===== src/rtl/dmem_arbiter_if.sv =====
// Memory access type package and the per-requester request/response bundle
// used between a requester (master) and the data-memory arbiter (slave).
package dmem_arb_pkg;
  typedef enum logic [1:0] {
    MEM_DISABLED = 2'd0,
    MEM_READ     = 2'd1,
    MEM_WRITE    = 2'd2
  } memaccess_t;
endpackage

interface dmem_arbiter_if;
  logic        valid;
  logic        ready;
  logic        write;
  logic [29:0] addr;
  logic [3:0]  wstrb;
  logic [31:0] wdata;
  logic        rsp_valid;
  logic [31:0] rsp_rdata;
  logic        rsp_fault;

  modport master (
    output valid, write, addr, wstrb, wdata,
    input  ready, rsp_valid, rsp_rdata, rsp_fault
  );

  modport slave (
    input  valid, write, addr, wstrb, wdata,
    output ready, rsp_valid, rsp_rdata, rsp_fault
  );
endinterface


===== src/rtl/dmem_arbiter.sv =====
// Two-port arbiter in front of the single-port data memory: core (p0) first with a
// DMA (p1) starvation guard; define DMEM_ARB_RR_EN to use round-robin instead.
module dmem_arbiter
  import dmem_arb_pkg::*;
#(
  parameter int unsigned MAX_WAIT = 8
) (
  input  logic              clk,
  input  logic              rst,
  dmem_arbiter_if.slave     p0,
  dmem_arbiter_if.slave     p1,
  output memaccess_t        memaccess_o,
  output logic [29:0]       word_addr_o,
  output logic [3:0]        wstrb_o,
  output logic [31:0]       wdata_o,
  input  logic [31:0]       mem_rdata_i,
  input  logic              mem_fault_i
);

  localparam logic [7:0] MaxWait = 8'(MAX_WAIT);

  logic       gnt0, gnt1;
  logic       inflight_q, inflight_d;
  logic       inflight_id_q, inflight_id_d;
  logic [7:0] wait_cnt_q, wait_cnt_d;
`ifdef DMEM_ARB_RR_EN
  logic       rr_last_q, rr_last_d;
`endif

  // Grants are forced low during reset so nothing reaches the memory.
  always_comb begin
    gnt0 = 1'b0;
    gnt1 = 1'b0;
    if (!rst) begin
`ifdef DMEM_ARB_RR_EN
      gnt1 = p1.valid && (!p0.valid || !rr_last_q);
`else
      gnt1 = p1.valid && (!p0.valid || (wait_cnt_q == MaxWait));
`endif
      gnt0 = p0.valid && !gnt1;
    end
  end

  assign p0.ready = gnt0;
  assign p1.ready = gnt1;

  always_comb begin
    memaccess_o = MEM_DISABLED;
    word_addr_o = '0;
    wstrb_o     = '0;
    wdata_o     = '0;
    if (gnt1) begin
      memaccess_o = p1.write ? MEM_WRITE : MEM_READ;
      word_addr_o = p1.addr;
      wstrb_o     = p1.wstrb;
      wdata_o     = p1.wdata;
    end else if (gnt0) begin
      memaccess_o = p0.write ? MEM_WRITE : MEM_READ;
      word_addr_o = p0.addr;
      wstrb_o     = p0.wstrb;
      wdata_o     = p0.wdata;
    end
  end

  always_comb begin
    inflight_d    = gnt0 || gnt1;
    inflight_id_d = (gnt0 || gnt1) ? gnt1 : inflight_id_q;
`ifdef DMEM_ARB_RR_EN
    wait_cnt_d    = '0;
    rr_last_d     = (gnt0 || gnt1) ? gnt1 : rr_last_q;
`else
    if (gnt1 || !p1.valid) begin
      wait_cnt_d = '0;
    end else if (wait_cnt_q != MaxWait) begin
      wait_cnt_d = wait_cnt_q + 8'd1;
    end else begin
      wait_cnt_d = wait_cnt_q;
    end
`endif
  end

  always_ff @(posedge clk or posedge rst) begin
    if (rst) begin
      inflight_q    <= 1'b0;
      inflight_id_q <= 1'b0;
      wait_cnt_q    <= '0;
`ifdef DMEM_ARB_RR_EN
      rr_last_q     <= 1'b1;
`endif
    end else begin
      inflight_q    <= inflight_d;
      inflight_id_q <= inflight_id_d;
      wait_cnt_q    <= wait_cnt_d;
`ifdef DMEM_ARB_RR_EN
      rr_last_q     <= rr_last_d;
`endif
    end
  end

  // Memory returns registered data, so the response is steered straight through.
  always_comb begin
    p0.rsp_valid = inflight_q && !inflight_id_q;
    p0.rsp_rdata = p0.rsp_valid ? mem_rdata_i : '0;
    p0.rsp_fault = p0.rsp_valid && mem_fault_i;
    p1.rsp_valid = inflight_q && inflight_id_q;
    p1.rsp_rdata = p1.rsp_valid ? mem_rdata_i : '0;
    p1.rsp_fault = p1.rsp_valid && mem_fault_i;
  end

endmodule


===== src/flat_wrapper.sv =====
// flat-port wrapper written by rule: the top's interface ports become plain ports
module dmem_arbiter_flat import dmem_arb_pkg::*;
#(
  parameter int unsigned MAX_WAIT = 8
)
  (clk, rst, memaccess_o, word_addr_o, wstrb_o, wdata_o, mem_rdata_i, mem_fault_i, p0_valid, p0_write, p0_addr, p0_wstrb, p0_wdata, p0_ready, p0_rsp_valid, p0_rsp_rdata, p0_rsp_fault, p1_valid, p1_write, p1_addr, p1_wstrb, p1_wdata, p1_ready, p1_rsp_valid, p1_rsp_rdata, p1_rsp_fault);
  dmem_arbiter_if p0_i ();
  dmem_arbiter_if p1_i ();
  input  logic clk;
  input  logic rst;
  output memaccess_t memaccess_o;
  output logic [29:0] word_addr_o;
  output logic [3:0] wstrb_o;
  output logic [31:0] wdata_o;
  input  logic [31:0] mem_rdata_i;
  input  logic mem_fault_i;
  input wire logic [$bits(p0_i.valid)-1:0] p0_valid;
  input wire logic [$bits(p0_i.write)-1:0] p0_write;
  input wire logic [$bits(p0_i.addr)-1:0] p0_addr;
  input wire logic [$bits(p0_i.wstrb)-1:0] p0_wstrb;
  input wire logic [$bits(p0_i.wdata)-1:0] p0_wdata;
  output wire logic [$bits(p0_i.ready)-1:0] p0_ready;
  output wire logic [$bits(p0_i.rsp_valid)-1:0] p0_rsp_valid;
  output wire logic [$bits(p0_i.rsp_rdata)-1:0] p0_rsp_rdata;
  output wire logic [$bits(p0_i.rsp_fault)-1:0] p0_rsp_fault;
  input wire logic [$bits(p1_i.valid)-1:0] p1_valid;
  input wire logic [$bits(p1_i.write)-1:0] p1_write;
  input wire logic [$bits(p1_i.addr)-1:0] p1_addr;
  input wire logic [$bits(p1_i.wstrb)-1:0] p1_wstrb;
  input wire logic [$bits(p1_i.wdata)-1:0] p1_wdata;
  output wire logic [$bits(p1_i.ready)-1:0] p1_ready;
  output wire logic [$bits(p1_i.rsp_valid)-1:0] p1_rsp_valid;
  output wire logic [$bits(p1_i.rsp_rdata)-1:0] p1_rsp_rdata;
  output wire logic [$bits(p1_i.rsp_fault)-1:0] p1_rsp_fault;
  assign p0_i.valid = p0_valid;
  assign p0_i.write = p0_write;
  assign p0_i.addr = p0_addr;
  assign p0_i.wstrb = p0_wstrb;
  assign p0_i.wdata = p0_wdata;
  assign p0_ready = p0_i.ready;
  assign p0_rsp_valid = p0_i.rsp_valid;
  assign p0_rsp_rdata = p0_i.rsp_rdata;
  assign p0_rsp_fault = p0_i.rsp_fault;
  assign p1_i.valid = p1_valid;
  assign p1_i.write = p1_write;
  assign p1_i.addr = p1_addr;
  assign p1_i.wstrb = p1_wstrb;
  assign p1_i.wdata = p1_wdata;
  assign p1_ready = p1_i.ready;
  assign p1_rsp_valid = p1_i.rsp_valid;
  assign p1_rsp_rdata = p1_i.rsp_rdata;
  assign p1_rsp_fault = p1_i.rsp_fault;
  dmem_arbiter #(.MAX_WAIT(MAX_WAIT)) u_core (.clk(clk), .rst(rst), .p0(p0_i), .p1(p1_i), .memaccess_o(memaccess_o), .word_addr_o(word_addr_o), .wstrb_o(wstrb_o), .wdata_o(wdata_o), .mem_rdata_i(mem_rdata_i), .mem_fault_i(mem_fault_i));
endmodule

===== config.mk =====
export PLATFORM = sky130hd
export DESIGN_NAME = dmem_arbiter_flat
export DESIGN_NICKNAME = d
export VERILOG_FILES = /design/src/rtl/dmem_arbiter_if.sv /design/src/rtl/dmem_arbiter.sv /design/src/flat_wrapper.sv
export SDC_FILE = /design/constraint.sdc
export NUM_CORES = 1
export LEC_CHECK = 0
export CAP_MARGIN = 15
export CORE_AREA = 4 4 119 121
export DETAILED_ROUTE_END_ITERATION = 10
export DIE_AREA = 0 0 123 125
export GPL_TIMING_DRIVEN = 0
export HOLD_SLACK_MARGIN = 0.15
export PLACE_DENSITY = 0.53
export SLEW_MARGIN = 15
export SYNTH_ARGS = -nofsm -noshare
export SYNTH_HDL_FRONTEND = slang
export SYNTH_SLANG_ARGS = --single-unit

===== constraint.sdc =====
create_clock -name clk -period 2.25 [get_ports clk]
set_input_delay 0.225 -clock clk [delete_from_list [all_inputs] [get_ports clk]]
set_output_delay 0.225 -clock clk [all_outputs]
set_load 0.005 [all_outputs]

==> results of run 1 <==
==> where the power goes <==
group / internal, uW / switching (uW)
registers: 187 / 12.5
logic: 657 / 358
clock network: 268 / 89.5
total: 1110 / 460
==> layout by cell type, fill, tap and decap left out, types with 2 or more instances in the layout <==
cell type and instances:
clkbuf_8 2, nand2_1 3, xor2_1 3, buf_4 33, or3_1 3, buf_6 18, clkbuf_16 3, o21ai_0 6
o21ai_4 2, buf_2 63, a32o_1 62, inv_1 2, a211oi_1 3, and2_1 34, nand3_1 5, dfrtp_1 10
and3_1 33, a221oi_1 3, a32o_2 5, clkbuf_2 10, buf_8 8, buf_16 3, inv_2 2, clkbuf_1 8
clkdlybuf4s50_1 239, buf_12 3
==> flip-flops by register name, indices dropped and copies added (netlist names) <==
name                  flops
u_core.inflight_id_q      1
u_core.inflight_q         1
u_core.wait_cnt_q         8
==> repair_timing <==
action,CTS,global route
setup buffers,41,4
cloned,7,0
pin swaps,35,18
resized for setup,336,29
setup endpoints to repair,100,101
==> routing by layer <==
metal  vias up  global-route usage  routed length [um]
met5         -                   0                   0
met4         0             0.04235                 304
met3        20             0.04291                1460
met2       228              0.3593                8221
met1      1674              0.1902                5352
li1       1681                   -                   -
==> worst max-delay path by stage <==
stage / from / end / slack, ns / cells past startpoint
finish: u_core.wait_cnt_q[0]$_DFFE_PP0P_ / wdata_o[15] / -0.33 / 9
global route: u_core.wait_cnt_q[1]$_DFFE_PP0P_ / wdata_o[15] / -0.40 / 9
CTS: u_core.wait_cnt_q[0]$_DFFE_PP0P_ / wdata_o[15] / -0.28 / 9
detailed placement: p1_valid / wdata_o[20] / -0.94 / 7
global placement: p1_valid / wdata_o[20] / -0.91 / 7
floorplan: u_core.wait_cnt_q[0]$_DFFE_PP0P_ / wdata_o[10] / 0.19 / 8
==> synthesized netlist by cell type (all sizes together) (2+ instances only) <==
master  number
a21oi        2
dfrtp       10
xor2         3
inv          5
and2        34
nor2b        2
nand2        3
buf         14
ha           2
and3        33
o21ai        8
or3          3
a211oi       3
nor2         2
a221oi       3
a32o        67
nand3        5
clkbuf      18
==> cell type report <==
type / count / area (um2) / area share
Buffer: 31 / 274.0 / 0.04861
Clock buffer: 4 / 88.84 / 0.01576
Inverter: 6 / 30.03 / 0.005327
Multi-Input combinational cell: 182 / 1506 / 0.2673
Sequential cell: 10 / 250.2 / 0.04440
Tap cell: 176 / 220.2 / 0.03907
Timing Repair Buffer: 358 / 3267 / 0.5796
==> through the flow <==
step / setup TNS [ns] / worst slack [ns]
final: -16.48 / -0.3262
after detailed placement: -47.67 / -0.9369
after floorplan: 0 / 0.1937
after global routing: -22.33 / -0.3976
after global placement: -46.66 / -0.9148
after CTS: -14.12 / -0.2771
==> logic make-up (layout without fill, tap and decap cells) <==
kind of cell / Yosys count / in the layout / synth area share
XOR/XNOR: 3 / 3 / 0.01412
AO/OA/AOI/OAI: 88 / 88 / 0.4368
flip-flops: 10 / 10 / 0.1344
buffers and inverters: 38 / 399 / 0.1028
adder cells (fa/ha/maj): 2 / 2 / 0.01344
AND/OR/NAND/NOR: 89 / 89 / 0.2984
==> metrics.yaml, run 1 <==
cp.arrival_ns: 2.35
grt_pass1_vias: 3849
rows: 42
rr_worst_depth: 18
clock_latency_ns: 0.24
root_buffer: "clkbuf_16"
fin_nets: 765
crit_buf_inv: 5
grt_max_degree: 19
syn_to_final_growth_pct: 202.8
synth_area_leaders: "a32o_1 (36%), dfrtp_1 (13%), and2_1 (11%), and3_1 (11%), clkbuf_1 (3.6%)"
failed_checks: "negative setup slack"
dr.pass1.iters: 4
wl_um: 15340
core_area_um2: 13090
port_buffers: 308
synth-async-reset-ratio: 1.000
placed_area_um2: 5165
routedWlPerCell_um: 20.00
fillers: 1283
n_antenna_cell: 0
drv_slew: 0
hold_class: "input pin to async pin"
p_leak_uw: 0.002461
hold_viol: 0
yosys_warnings: 0
antenna_found_initial: 0
cpPeakStageDelay_ns: 0.52
holdWs_ns: 0.4169
grt_pass1_wl_um: 22060
die_height_um: 125
layout-drive-gt1-share: 0.2792
postLayoutCoreUtil: 0.4308
postRouteAntennaNets: 0
reg2reg_slack_ns: -0.29
setup_slack_ns: -0.3262
synthCells: 230
status: "finished, violations left"
io_pins: 309
crit_path_top_delay_cell: "or4b_4"
cts.htree.levels: 1
total_power_uw: 1572
fin_cells: 767
finalSetupViolCount: 69
synth.net_count: 403
powerDensity_nw_per_um2: 278.9
dieArea_um2: 15380
ys_seq_elements: 10
vias: 3603
final_area_um2: 5637
tritoncts: "yes"
critPathLaunchType: "register"
synth_flop_cell: "dfrtp_1"
synth_top_area_cell: "a32o_1"
drcViolationCount: 0
clockBufferDepth: 2
synth_seq_area_share: 0.1344
grt_util_all_layers: 0.1823
period_share: 1.145
irDropWorstVdd_mv: 0.1645
die_w_um: 123
dp_cells: 714
slew_headroom: 0.6718
ctsHoldBuffers: 0
synth_cell_types: 37
gr-total-overflow: 0
clock.fmax_ghz: 0.3882
via_per_inst: 4.698
path_clk_slew_ns: 0.04
dr.first_iter.drc_count: 190
r2r-start: "u_core.wait_cnt_q[0]$_DFFE_PP0P_"
clkSinkCount: 10
post-route-min-period_ns: 2.576
numCtsBuffers: 3
r2r_end: "u_core.wait_cnt_q[0]$_DFFE_PP0P_"
end_kind: "output port"
syn_area_um2: 1862
initial_core_util: 0.1423
rsz0062_at_grt: "yes"
critPathTopFamily: "buffers and inverters"
worstSetupPathType: "register to output port"
cp.required_ns: 2.03
hpwl_um: 12140
max_slew.worst_pin.slew_ns: 0.4923
synth_edf_count: 0
maxCapViolCount: 0
path_max_fanout: 7
syn_area_per_cell_um2: 8.095
netlist.area_leader.share: 0.3602
routabilityCongestion: 0.8264
path_cells: "inv_2, ha_4, or4b_4, o21ai_4, inv_6, buf_12, buf_8, a32o_1, clkdlybuf4s15_1"
finClkSkew_ns: 0.002317
Power figures use the tool's default switching activity.
==> inputs of run 2 (changes only) <==
ABC_AREA = 0   (was default)
==> results of run 2 <==
Final layout, timing and power as in run 1 (identical DEF).
==> inputs of run 3 (changes only) <==
CAP_MARGIN = default   (was 15)
CTS_CLUSTER_DIAMETER = 40   (was default)
==> results of run 3 <==
Final layout, timing and power as in run 1 (identical DEF).
